[src/rtl/render_pkg.sv]
// render_pkg: shared board geometry, cell/FSM types and colour expansion for the board renderer.
package render_pkg;
    localparam int B_COLS    = 10;
    localparam int B_ROWS    = 20;
    localparam int SQ_SIZE   = 21;
    localparam int B_LEFT    = 213;
    localparam int CELL_BITS = 16;
    localparam int V_LAST    = 479;
    localparam logic [23:0] BG_RGB = 24'h00FC39;

    typedef logic [CELL_BITS-1:0] cell_t;
    typedef enum logic [1:0] {IDLE, LOAD, READY} fsm_t;

    function automatic logic [23:0] expand444(input logic [11:0] c);
        return {c[11:8], 4'h0, c[7:4], 4'h0, c[3:0], 4'h0};
    endfunction
endpackage

[src/rtl/row_line_buffer.sv]
// row_line_buffer: two banks of one board row each; writes go to a chosen bank, reads come from the front bank.
module row_line_buffer #(
    parameter int COLS = 10,
    parameter int W    = 16,
    parameter int IW   = 4
) (
    input  logic          Clk,
    input  logic          reset_n,
    input  logic          we,
    input  logic          wr_bank,
    input  logic [IW-1:0] wr_idx,
    input  logic [W-1:0]  wr_data,
    input  logic [IW-1:0] rd_idx,
    input  logic          toggle,
    output logic          front,
    output logic [W-1:0]  rd_data
);
    logic [W-1:0] mem [2][COLS];

    always_ff @(posedge Clk or negedge reset_n) begin
        if (!reset_n) begin
            front <= 1'b0;
            for (int b = 0; b < 2; b++)
                for (int i = 0; i < COLS; i++)
                    mem[b][i] <= '0;
        end else begin
            front <= front ^ toggle;
            if (we) mem[wr_bank][wr_idx] <= wr_data;
        end
    end

    assign rd_data = mem[front][rd_idx];
endmodule

[src/rtl/board_row_renderer.sv]
// board_row_renderer: prefetches board rows into a double-buffered line store and emits registered RGB.
// Define GRID_OUTLINE_EN to draw black outlines around non-empty cells.
module board_row_renderer
    import render_pkg::*;
#(
    parameter int BOARD_COLS  = B_COLS,
    parameter int BOARD_ROWS  = B_ROWS,
    parameter int SQUARE_SIZE = SQ_SIZE,
    parameter int LEFT_EDGE   = B_LEFT,
    parameter int CELL_W      = CELL_BITS,
    parameter int LAST_LINE   = V_LAST,
    parameter logic [23:0] BG_COLOR = BG_RGB
) (
    input  logic              Clk,
    input  logic              reset_n,
    input  logic [9:0]        DrawX,
    input  logic [9:0]        DrawY,
    input  logic              hs,
    output logic              row_req,
    output logic [7:0]        row_idx,
    input  logic              cell_valid,
    input  logic [CELL_W-1:0] cell_data,
    output logic [7:0]        Red,
    output logic [7:0]        Green,
    output logic [7:0]        Blue,
    output logic              underflow
);
    localparam int CW = BOARD_COLS > 1 ? $clog2(BOARD_COLS) : 1;
    localparam int SW = $clog2(SQUARE_SIZE);
    localparam logic [9:0] X0 = 10'(LEFT_EDGE);
    localparam logic [9:0] X1 = 10'(LEFT_EDGE + BOARD_COLS * SQUARE_SIZE);
    localparam logic [9:0] Y1 = 10'(BOARD_ROWS * SQUARE_SIZE);
    localparam logic [9:0] YL = 10'(LAST_LINE);
    localparam logic [9:0] ROWS = 10'(BOARD_ROWS);
    localparam logic [SW-1:0] SQ_LAST = SW'(SQUARE_SIZE - 1);
    localparam logic [CW-1:0] COL_LAST = CW'(BOARD_COLS - 1);

    fsm_t state_q, state_d;
    logic [CW-1:0] col_q, col_d, cx_q, cur_cx;
    logic [SW-1:0] sub_q, xo_q, cur_xo;
    logic [9:0] row_q;
    logic [7:0] idx_d;
    logic uf_d, hs_q, x0_q, hs_fall, last_line, trigger, swap_pt, toggle, front, in_board;
    logic [CELL_W-1:0] cell_word;
    logic [23:0] cell_rgb, pix;
    logic unused_bits;

    // sub_q/row_q hold DrawY % SQUARE_SIZE and DrawY / SQUARE_SIZE of the line after the last hs edge
    assign hs_fall   = hs_q & ~hs;
    assign last_line = DrawY == YL;
    assign trigger   = hs_fall && (last_line || (sub_q == SQ_LAST && row_q + 10'd1 < ROWS));
    assign swap_pt   = DrawX == 10'd0 && !x0_q && sub_q == '0;
    assign row_req   = state_q == LOAD;

    always_comb begin
        state_d = state_q;
        col_d   = col_q;
        idx_d   = row_idx;
        uf_d    = underflow;
        toggle  = 1'b0;
        case (state_q)
            IDLE: if (trigger) begin
                state_d = LOAD;
                col_d   = '0;
                idx_d   = last_line ? 8'd0 : 8'(row_q + 10'd1);
            end
            LOAD: begin
                uf_d = underflow | trigger | swap_pt;
                if (cell_valid) begin
                    col_d   = col_q + 1'b1;
                    state_d = col_q == COL_LAST ? READY : LOAD;
                end
            end
            READY: begin
                uf_d    = underflow | trigger;
                toggle  = swap_pt;
                state_d = swap_pt ? IDLE : READY;
            end
            default: state_d = IDLE;
        endcase
    end

    // x-in-cell counter restarts at the left board edge and assumes DrawX steps by one per clock
    assign cur_cx   = DrawX == X0 ? '0 : cx_q;
    assign cur_xo   = DrawX == X0 ? '0 : xo_q;
    assign in_board = DrawX >= X0 && DrawX < X1 && DrawY < Y1;

`ifdef GRID_OUTLINE_EN
    logic on_edge;
    assign on_edge  = cur_xo == '0 || cur_xo == SQ_LAST || sub_q == '0 || sub_q == SQ_LAST;
    assign cell_rgb = (on_edge && |cell_word[11:0]) ? 24'h000000 : expand444(cell_word[11:0]);
`else
    assign cell_rgb = expand444(cell_word[11:0]);
`endif
    assign pix         = in_board ? cell_rgb : BG_COLOR;
    assign unused_bits = ^cell_word;

    always_ff @(posedge Clk or negedge reset_n) begin
        if (!reset_n) begin
            state_q   <= IDLE;
            col_q     <= '0;
            row_idx   <= 8'd0;
            underflow <= 1'b0;
            hs_q      <= 1'b0;
            x0_q      <= 1'b0;
            sub_q     <= '0;
            row_q     <= 10'd0;
            cx_q      <= '0;
            xo_q      <= '0;
            Red       <= 8'd0;
            Green     <= 8'd0;
            Blue      <= 8'd0;
        end else begin
            state_q   <= state_d;
            col_q     <= col_d;
            row_idx   <= idx_d;
            underflow <= uf_d;
            hs_q      <= hs;
            x0_q      <= DrawX == 10'd0;
            if (hs_fall) begin
                sub_q <= (last_line || sub_q == SQ_LAST) ? '0 : sub_q + 1'b1;
                row_q <= last_line ? 10'd0 : (sub_q == SQ_LAST ? row_q + 10'd1 : row_q);
            end
            cx_q <= cur_xo == SQ_LAST ? cur_cx + 1'b1 : cur_cx;
            xo_q <= cur_xo == SQ_LAST ? '0 : cur_xo + 1'b1;
            {Red, Green, Blue} <= pix;
        end
    end

    row_line_buffer #(.COLS(BOARD_COLS), .W(CELL_W), .IW(CW)) u_buf (
        .Clk     (Clk),
        .reset_n (reset_n),
        .we      (state_q == LOAD && cell_valid),
        .wr_bank (~front),
        .wr_idx  (col_q),
        .wr_data (cell_data),
        .rd_idx  (cur_cx),
        .toggle  (toggle),
        .front   (front),
        .rd_data (cell_word)
    );
endmodule

[config.mk]
export PLATFORM = sky130hd
export DESIGN_NAME = board_row_renderer
export DESIGN_NICKNAME = d
export VERILOG_FILES = /design/src/rtl/render_pkg.sv /design/src/rtl/row_line_buffer.sv /design/src/rtl/board_row_renderer.sv
export SDC_FILE = /design/constraint.sdc
export NUM_CORES = 1
export LEC_CHECK = 0
export BUFFER_PORTS_ARGS = -buffer_cell sky130_fd_sc_hd__buf_2
export CAP_MARGIN = 40
export CORE_MARGIN = 5
export CORE_UTILIZATION = 38
export DETAILED_ROUTE_END_ITERATION = 8
export GPL_ROUTABILITY_DRIVEN = 1
export MAX_ROUTING_LAYER = met4
export PLACE_DENSITY_LB_ADDON = 0.1
export SLEW_MARGIN = 5
export SYNTH_ARGS = -nofsm -noshare
export SYNTH_HDL_FRONTEND = slang
export SYNTH_SLANG_ARGS = --single-unit
[constraint.sdc]
create_clock -name Clk -period 4.24 [get_ports Clk]
set_input_delay 0.212 -clock Clk [delete_from_list [all_inputs] [get_ports Clk]]
set_output_delay 0.212 -clock Clk [all_outputs]
set_load 0.05 [all_outputs]
==> qor_table.md, run 1 <==
| Metric | Value | Unit |
| --- | --- | --- |
| Die outline height | 201 | µm |
| Yosys Warn Count | 0 | - |
| Setup Fix Bufs, Post-CTS | 0 | - |
| Sequential element share of the synthesized area | 53.0 | % |
| Power density relative to cell area | 577 | nW/µm² |
| Combined area of all synthesized cells | 13900 | µm² |
| Dpl cell area | 14700 | µm² |
| Initial antenna violation count | 0 | - |
| Unrepaired setup endpoints after global routing | no | - |
| Library cell occupying the most area in the post-synthesis netlist | dfrtp_1 | - |
| Setup Crit Path Kind | reg -> reg | - |
| Synth Flop Type | dfrtp_1 | - |
| Top cell type's share of synthesized area | 53.0 | % |
| IR Drop Worst-Case VDD | 377 | µV |
| Arrival time of the worst setup path | 3.44 | ns |
| Average routed wire per standard cell | 22.5 | µm |
| Overflow left after global routing | 0 | - |
| Number of ports placed on the die boundary | 74 | - |
| Nets | 1207 | - |
| Total Die Area | 40600 | µm² |
| Sum of met2 wire segment lengths after detailed routing | 18000 | µm |
| Total number of placement rows | 70 | - |
| Detailed-routing iteration count for the pre-antenna-repair pass | 4 | - |
| Startpoint types | flip-flop | - |
| Worst slew pin tran | 0.899 | ns |
| CTS root buffer | clkbuf_16 | - |
| DP Worst Slack | 1.16 | ns |
| Number of enable-type register cells in the synthesized netlist | 0 | - |
| Leading post-synthesis cells by instance count | dfrtp_1, mux2_2, nand2_1 | - |
| Top post-synthesis cells by area | dfrtp_1, mux2_2, mux4_2 | - |
| Fmax | 0.329 | GHz |
| Clock Tree Buf Depth | 3 | - |
| Final period utilization | 71.7 | % |
| Horizontal die dimension | 201 | µm |
| Worst hold slack across all endpoints | 0.0683 | ns |
| Critical path endpoint category | flip-flop | - |
| Metal1 wirelength | 16900 | µm |
| Count of input and output buffers | 61 | - |
| Multi-input combinational cell area | 6110 | µm² |
| Leakage power of the design | 7.32 | nW |
| Clk Latency, worst-skew pair | 0.52 | ns |
| TritonCTS clock tree | built | - |
| Class of the tightest hold or removal check | in -> reg | - |
| Wire length of the first global-routing pass | 58700 | µm |
| Number of nets with antenna violations after detailed routing | 0 | - |
| Post-Syn Area per Cell | 12.5 | µm² |
| # Max-Cap Violations | 0 | - |
| Seq. cell area | 7380 | µm² |
| Clock edge transition at the registers on the reported setup and hold paths | 0.07 | ns |
| Routability-driven placement congestion ratio | 0.777 | - |
| Total negative slack for setup checks | 0 | ns |
| Synth async-reset ratio | 100 | % |
| Fraction of final layout cells sized beyond drive strength 1 | 36.3 | % |
| Total of endpoints with negative setup slack in the final report | 0 | - |
| Post-route cell area | 15800 | µm² |
| Total of flip-flops plus latches after synthesis | 295 | - |
| Post-Route WL | 37000 | µm |
| Critical path required time | 4.64 | ns |
| Number of remaining DRC errors | 0 | - |
| Detailed placement HPWL | 24000 | µm |
| Gate count of the mapped netlist | 1113 | - |
| Placed Cells | 1582 | - |
| Overall global routing resource usage | 19.0 | % |
| Dominant cell by count in the synthesized netlist | dfrtp_1 | - |
| Layout overhead on the synthesized area | 13.7 | % |
| Finished Layout Cells | 1642 | - |
| Utilization after layout | 43.5 | % |
| Clock skew | 0.0140 | ns |
| Count of unique library cells instantiated by Yosys | 66 | - |
| Maximum fanout encountered on the critical timing path | 12 | - |
| 1st-iter DRT viols | 508 | - |
| Number of hold violations in the final report | 0 | - |
| Number of max-slew violations in the final report | 0 | - |
| Antenna diode count | 0 | - |
| Fillers | 3503 | - |
| Initial Util | 38.2 | % |
| Resize count post-CTS | 0 | - |
| Status | completed | - |
| Post-CTS Hold Fix Bufs | 2 | - |
| Uppermost routed layer | met4 | - |
| Via count | 9076 | - |
| Vias in the first global route | 9636 | - |
| H-Tree Level Count | 2 | - |
| Setup slack of the critical path after layout | 1.20 | ns |
| Area of the core | 36400 | µm² |
| Via density per instance | 5.53 | - |
| Sinks on the clock net | 295 | - |
| CTS buffer count | 35 | - |
| Post-layout min period | 3.04 | ns |
| Sum of met3 wire segment lengths after detailed routing | 1480 | µm |
| Maximum number of pins on one net before global-route repair | 119 | - |
| Tightest slew margin relative to the limit | 39.9 | % |
| Post-layout power | 9.14 | mW |
==> sequential cells by signal, indices dropped and copies added (netlist names), 5 cells and up <==
| register | flops |
|---|---|
| xo_q | 5 |
| u_buf.mem | 240 |
| row_idx | 8 |
| row_q | 10 |
| sub_q | 5 |
| Blue | 5 |
==> critical path, stage by stage (launching register included) <==
cell,delay (ns)
dfrtp_1,0.41
inv_1,0.08
ha_1,0.34
nand2_1,0.29
nor4_1,0.59
nand2_1,0.70
mux2_2,0.49
==> routing by layer <==
metal  up-vias  GRT usage [%]
met2       130           30.5
met1      4758           25.9
met3        47           2.87
met4         0           4.05
li1       4141              -
met5         -              -
==> power by group <==
part,leakage [nW],internal [mW],switching [mW],total [mW]
Clock,0.551,1.84,1.16,3.00
Combinational,2.89,1.05,1.23,2.28
Sequential,3.88,3.46,0.395,3.86
==> placed cells by master (no fill, tap or decap), drive strengths merged, types with 4 or more instances in the layout <==
master	instances
ha	14
mux2	250
mux4	25
nand2b	4
o41ai	9
or3	5
nor2b	10
clkbuf	51
o31ai	10
a21oi	18
nand4	7
buf	87
mux2i	12
o22ai	22
a221oi	14
and3	9
xor2	4
nor4	12
o211ai	11
nand3	37
nand2	69
or4	4
a31oi	7
nor2	35
nor3	20
xnor2	4
o21ai	38
inv	22
conb	8
and2	11
dfrtp	295
and4	4
==> worst paths after layout <==
| check | cells after the start | start | to | slack, ns |
|---|---|---|---|---|
| max in group asynchronous | 3 | reset_n | u_buf.mem[162]$_DFFE_PN0P_ | 2.79 |
| min in group asynchronous | 2 | reset_n | u_buf.mem[213]$_DFFE_PN0P_ | 0.28 |
| min reg2reg | 1 | underflow$_DFFE_PN0P_ | underflow$_DFFE_PN0P_ | 0.47 |
| min | 3 | DrawX[7] | x0_q$_DFF_PN0_ | 0.07 |
| max | 6 | state_q[1]$_DFFE_PN0P_ | u_buf.mem[35]$_DFFE_PN0P_ | 1.20 |
| max reg2reg | 6 | state_q[1]$_DFFE_PN0P_ | u_buf.mem[35]$_DFFE_PN0P_ | 1.20 |
==> cell families (layout without fill, tap and decap cells) <==
| kind of cell | count (synthesis) | after routing | synth area share [%] |
|---|---|---|---|
| xor+xnor | 8 | 8 | 0.503 |
| mux | 287 | 287 | 25.1 |
| other cells | 1 | 8 | 0.0269 |
| simple gates | 239 | 239 | 8.74 |
| compound gates | 154 | 154 | 7.80 |
| fa+ha+maj | 14 | 14 | 1.26 |
| flops | 295 | 295 | 53.0 |
| buf+inv | 115 | 169 | 3.57 |
==> area by class of cell <==
| class | count | area share [%] |
|---|---|---|
| Inverter | 22 | 0.521 |
| Sequential cell | 295 | 46.6 |
| Clock buffer | 51 | 6.43 |
| Timing Repair Buffer | 89 | 3.49 |
| Tap cell | 468 | 3.70 |
| Clock inverter | 7 | 0.711 |
| Multi-Input combinational cell | 710 | 38.5 |
No activity file was read; power rests on OpenSTA's default activity.
==> run 2, diff against run 1 <==
clock period = 2.85 ns   (was 4.24 ns; I/O delays follow)
==> run 2 against run 1 <==
Compared with the run above: first-iteration DRC count shrank 31%; wire length is essentially flat; fmax grew 22%; clock power grew 44%; core utilization grew 0.92 points; critical endpoint is now u_buf.mem[72]$_DFFE_PN0P_; highest routed layer unchanged.
==> qor_table.md, run 2 (synthesis results as in run 1) <==
| Metric | Value | Unit | vs previous |
| --- | --- | --- | --- |
| Post-layout power | 13.7 | mW | +49% |
| Fillers | 3375 | - | -3.7% |
| Clock edge transition at the registers on the reported setup and hold paths | 0.05 | ns | -0.02 ns |
| # Max-Cap Violations | 0 | - | unchanged |
| CP Buf/Inv Count | 2 | - | +1 |
| Commonest non-fill, non-tap cell in the layout | dfrtp_1 | - |  |
| Post-Route WL | 37000 | µm | about the same |
| Register name with the most flops | u_buf.mem | - |  |
| Setup Crit Path Kind | reg -> reg | - |  |
| Clk Latency, worst-skew pair | 0.51 | ns | about the same |
| Tightest slew margin relative to the limit | 49.0 | % | +9.1 points |
| Leakage power of the design | 7.53 | nW | +2.9% |
| Unrepaired setup endpoints after global routing | no | - |  |
| Most prevalent standard cell on the critical path | buf_4 | - |  |
| Initial Util | 38.2 | % | unchanged |
| TritonCTS clock tree | built | - |  |
| Total Die Area | 40600 | µm² | unchanged |
| Antenna diode count | 0 | - | unchanged |
| Setup slack of the critical path after layout | 0.348 | ns | -0.851 ns |
| Number of nets with antenna violations after detailed routing | 0 | - | unchanged |
| Class of the tightest hold or removal check | in -> reg | - |  |
| Largest registers in the final layout | u_buf.mem (240), row_q (10), row_idx (8) | - |  |
| Routability-driven placement congestion ratio | 0.798 | - | +2.6% |
| Nets | 1249 | - | +3.5% |
| Critical path required time | 3.24 | ns | -1.40 ns |
| CP delay by family, top | simple AND/OR/NAND/NOR gates | - |  |
| Highest-delay cell along the critical path | dfrtp_2 | - |  |
| Fmax | 0.400 | GHz | +22% |
| Detailed placement HPWL | 25100 | µm | +4.9% |
| Number of ports placed on the die boundary | 74 | - | unchanged |
| Die outline height | 201 | µm | unchanged |
| Number of flip-flops under the largest register name | 240 | - | unchanged |
| CTS buffer count | 35 | - | unchanged |
| Startpoint types | flip-flop | - |  |
| 1st-iter DRT viols | 349 | - | -31% |
| Worst slew pin tran | 0.765 | ns | -0.134 ns |
| Critical path endpoint category | flip-flop | - |  |
| Wire length of the first global-routing pass | 58500 | µm | -0.45% |
| Total negative slack for setup checks | 0 | ns | unchanged |
| Reg-to-reg slack, setup | 0.35 | ns | -0.85 ns |
| Initial antenna violation count | 0 | - | unchanged |
| Total of endpoints with negative setup slack in the final report | 0 | - | unchanged |
| Maximum fanout encountered on the critical timing path | 19 | - | +7 |
| CTS root buffer | clkbuf_16 | - |  |
| Fraction of final layout cells sized beyond drive strength 1 | 38.8 | % | +2.5 points |
| Reg-to-Reg Start | u_buf.front$_DFF_PN0_ | - |  |
| Final period utilization | 87.8 | % | +16 points |
| Clock skew | 0.0115 | ns | -0.00257 ns |
| Post-layout min period | 2.50 | ns | -0.539 ns |
| Horizontal die dimension | 201 | µm | unchanged |
| Average routed wire per standard cell | 21.9 | µm | -2.6% |
| DP Worst Slack | 0.194 | ns | -0.970 ns |
| Area of the core | 36400 | µm² | unchanged |
| Maximum number of pins on one net before global-route repair | 91 | - | -24% |
| Utilization after layout | 44.4 | % | +0.92 points |
| Total number of placement rows | 70 | - | unchanged |
| Overall global routing resource usage | 18.8 | % | -0.18 points |
| Number of remaining DRC errors | 0 | - | unchanged |
| Commonest cells after routing, fill and taps aside | dfrtp_1, mux2_2, nand2_1 | - |  |
| Delay of the slowest cell on the worst path | 0.53 | ns | -0.17 ns |
| Hold worst-path end | col_q[0]$_DFFE_PN0P_ | - |  |
| Vias in the first global route | 9658 | - | +0.23% |
| Number of cell instances on the worst register-to-register path | 5 | - | -1 |
| Sinks on the clock net | 295 | - | unchanged |
| Clock Tree Buf Depth | 3 | - | unchanged |
| Count of input and output buffers | 61 | - | unchanged |
| Detailed-routing iteration count for the pre-antenna-repair pass | 4 | - | unchanged |
| Overflow left after global routing | 0 | - | unchanged |
| Arrival time of the worst setup path | 2.89 | ns | -0.55 ns |
| Hold path startpoint | cell_valid | - |  |
| Status | completed | - |  |
| Number of hold violations in the final report | 0 | - | unchanged |
| IR Drop Worst-Case VDD | 401 | µV | +6.4% |
| H-Tree Level Count | 2 | - | unchanged |
| Layout overhead on the synthesized area | 16.1 | % |  |
| Capture point of the worst reg-to-reg path | u_buf.mem[72]$_DFFE_PN0P_ | - |  |
| Via count | 9250 | - | +1.9% |
| Number of max-slew violations in the final report | 0 | - | unchanged |
| Worst hold stages | 3 | - | unchanged |
| List of cells traversed by the critical path | buf_4 > nor4_1 > buf_4 > nand2_1 > mux2_2 | - |  |
| Via density per instance | 5.49 | - | -0.74% |
| Worst hold slack across all endpoints | 0.0366 | ns | -0.0317 ns |
| Power density relative to cell area | 844 | nW/µm² | +46% |
-- run 2: cell types whose count changed in the layout (fill, tap and decap cells not counted), moves of 2 or more --
cell,previous run,this run
buf_12,2,4
buf_4,23,63
bufinv_16,3,1
clkbuf_1,10,8
clkbuf_8,4,6
clkinv_2,3,7
-- run 2: power by group --
part	total (mW)	switching, mW	internal [mW]	leakage [nW]
clock network	4.32	1.71	2.61	0.550
logic	3.62	1.92	1.70	3.10
registers	5.71	0.562	5.15	3.88
total	13.7	4.19	9.46	7.53
-- run 2: per-stage QoR --
| step | area (µm²) | cells |
|---|---|---|
| 3_3_place_gp | 15000 | 1623 |
| 4_1_cts | 16200 | 1686 |
| 2_1_floorplan | 14000 | 1120 |
| 3_5_place_dp | 15000 | 1623 |
| 6_report | 16200 | 1686 |
| 5_1_grt | 16200 | 1686 |
-- run 2: cell type report --
class / instances / area, µm² / area share, %
Clock buffer: 51 / 1040 / 6.42
Multi-Input combinational cell: 710 / 6120 / 37.8
Clock inverter: 9 / 72.6 / 0.449
Inverter: 22 / 82.6 / 0.510
Sequential cell: 295 / 7380 / 45.6
Timing Repair Buffer: 131 / 898 / 5.55
Tap cell: 468 / 586 / 3.62
-- run 2: metal layers --
layer	vias up	global-route usage (%)	wire [µm]
li1	4250	-	-
met1	4804	25.6	17000
met2	146	30.1	17900
met3	50	2.63	1430
met4	0	4.49	693
met5	-	-	0
-- run 2: timing repair --
item	4_1_cts	5_1_grt
endpoints found under the hold margin	85	0
gates resized for setup	0	1
setup buffers	0	0
hold buffers	3	0
endpoints found under the setup margin	0	5
-- run 2: how the worst max path moves through the flow --
stage	slack [ns]	depth (start not counted)	startpoint	end
after floorplan	0.17	11	DrawX[3]	cx_q[3]$_DFF_PN0_
after global placement	0.18	9	DrawX[3]	cx_q[3]$_DFF_PN0_
after detailed placement	0.19	9	DrawX[3]	cx_q[3]$_DFF_PN0_
after CTS	0.20	7	row_q[0]$_DFFE_PN0P_	row_idx[1]$_DFFE_PN0P_
after global routing	0.21	7	row_q[0]$_DFFE_PN0P_	row_idx[1]$_DFFE_PN0P_
final	0.35	5	u_buf.front$_DFF_PN0_	u_buf.mem[72]$_DFFE_PN0P_
-- run 2: worst reg2reg max path: cells and delay by family, from the launching register on --
| family | cells | cell delay (ns) |
|---|---|---|
| buf+inv | 2 | 0.51 |
| flops | 1 | 0.53 |
| mux | 1 | 0.46 |
| simple gates | 2 | 0.88 |
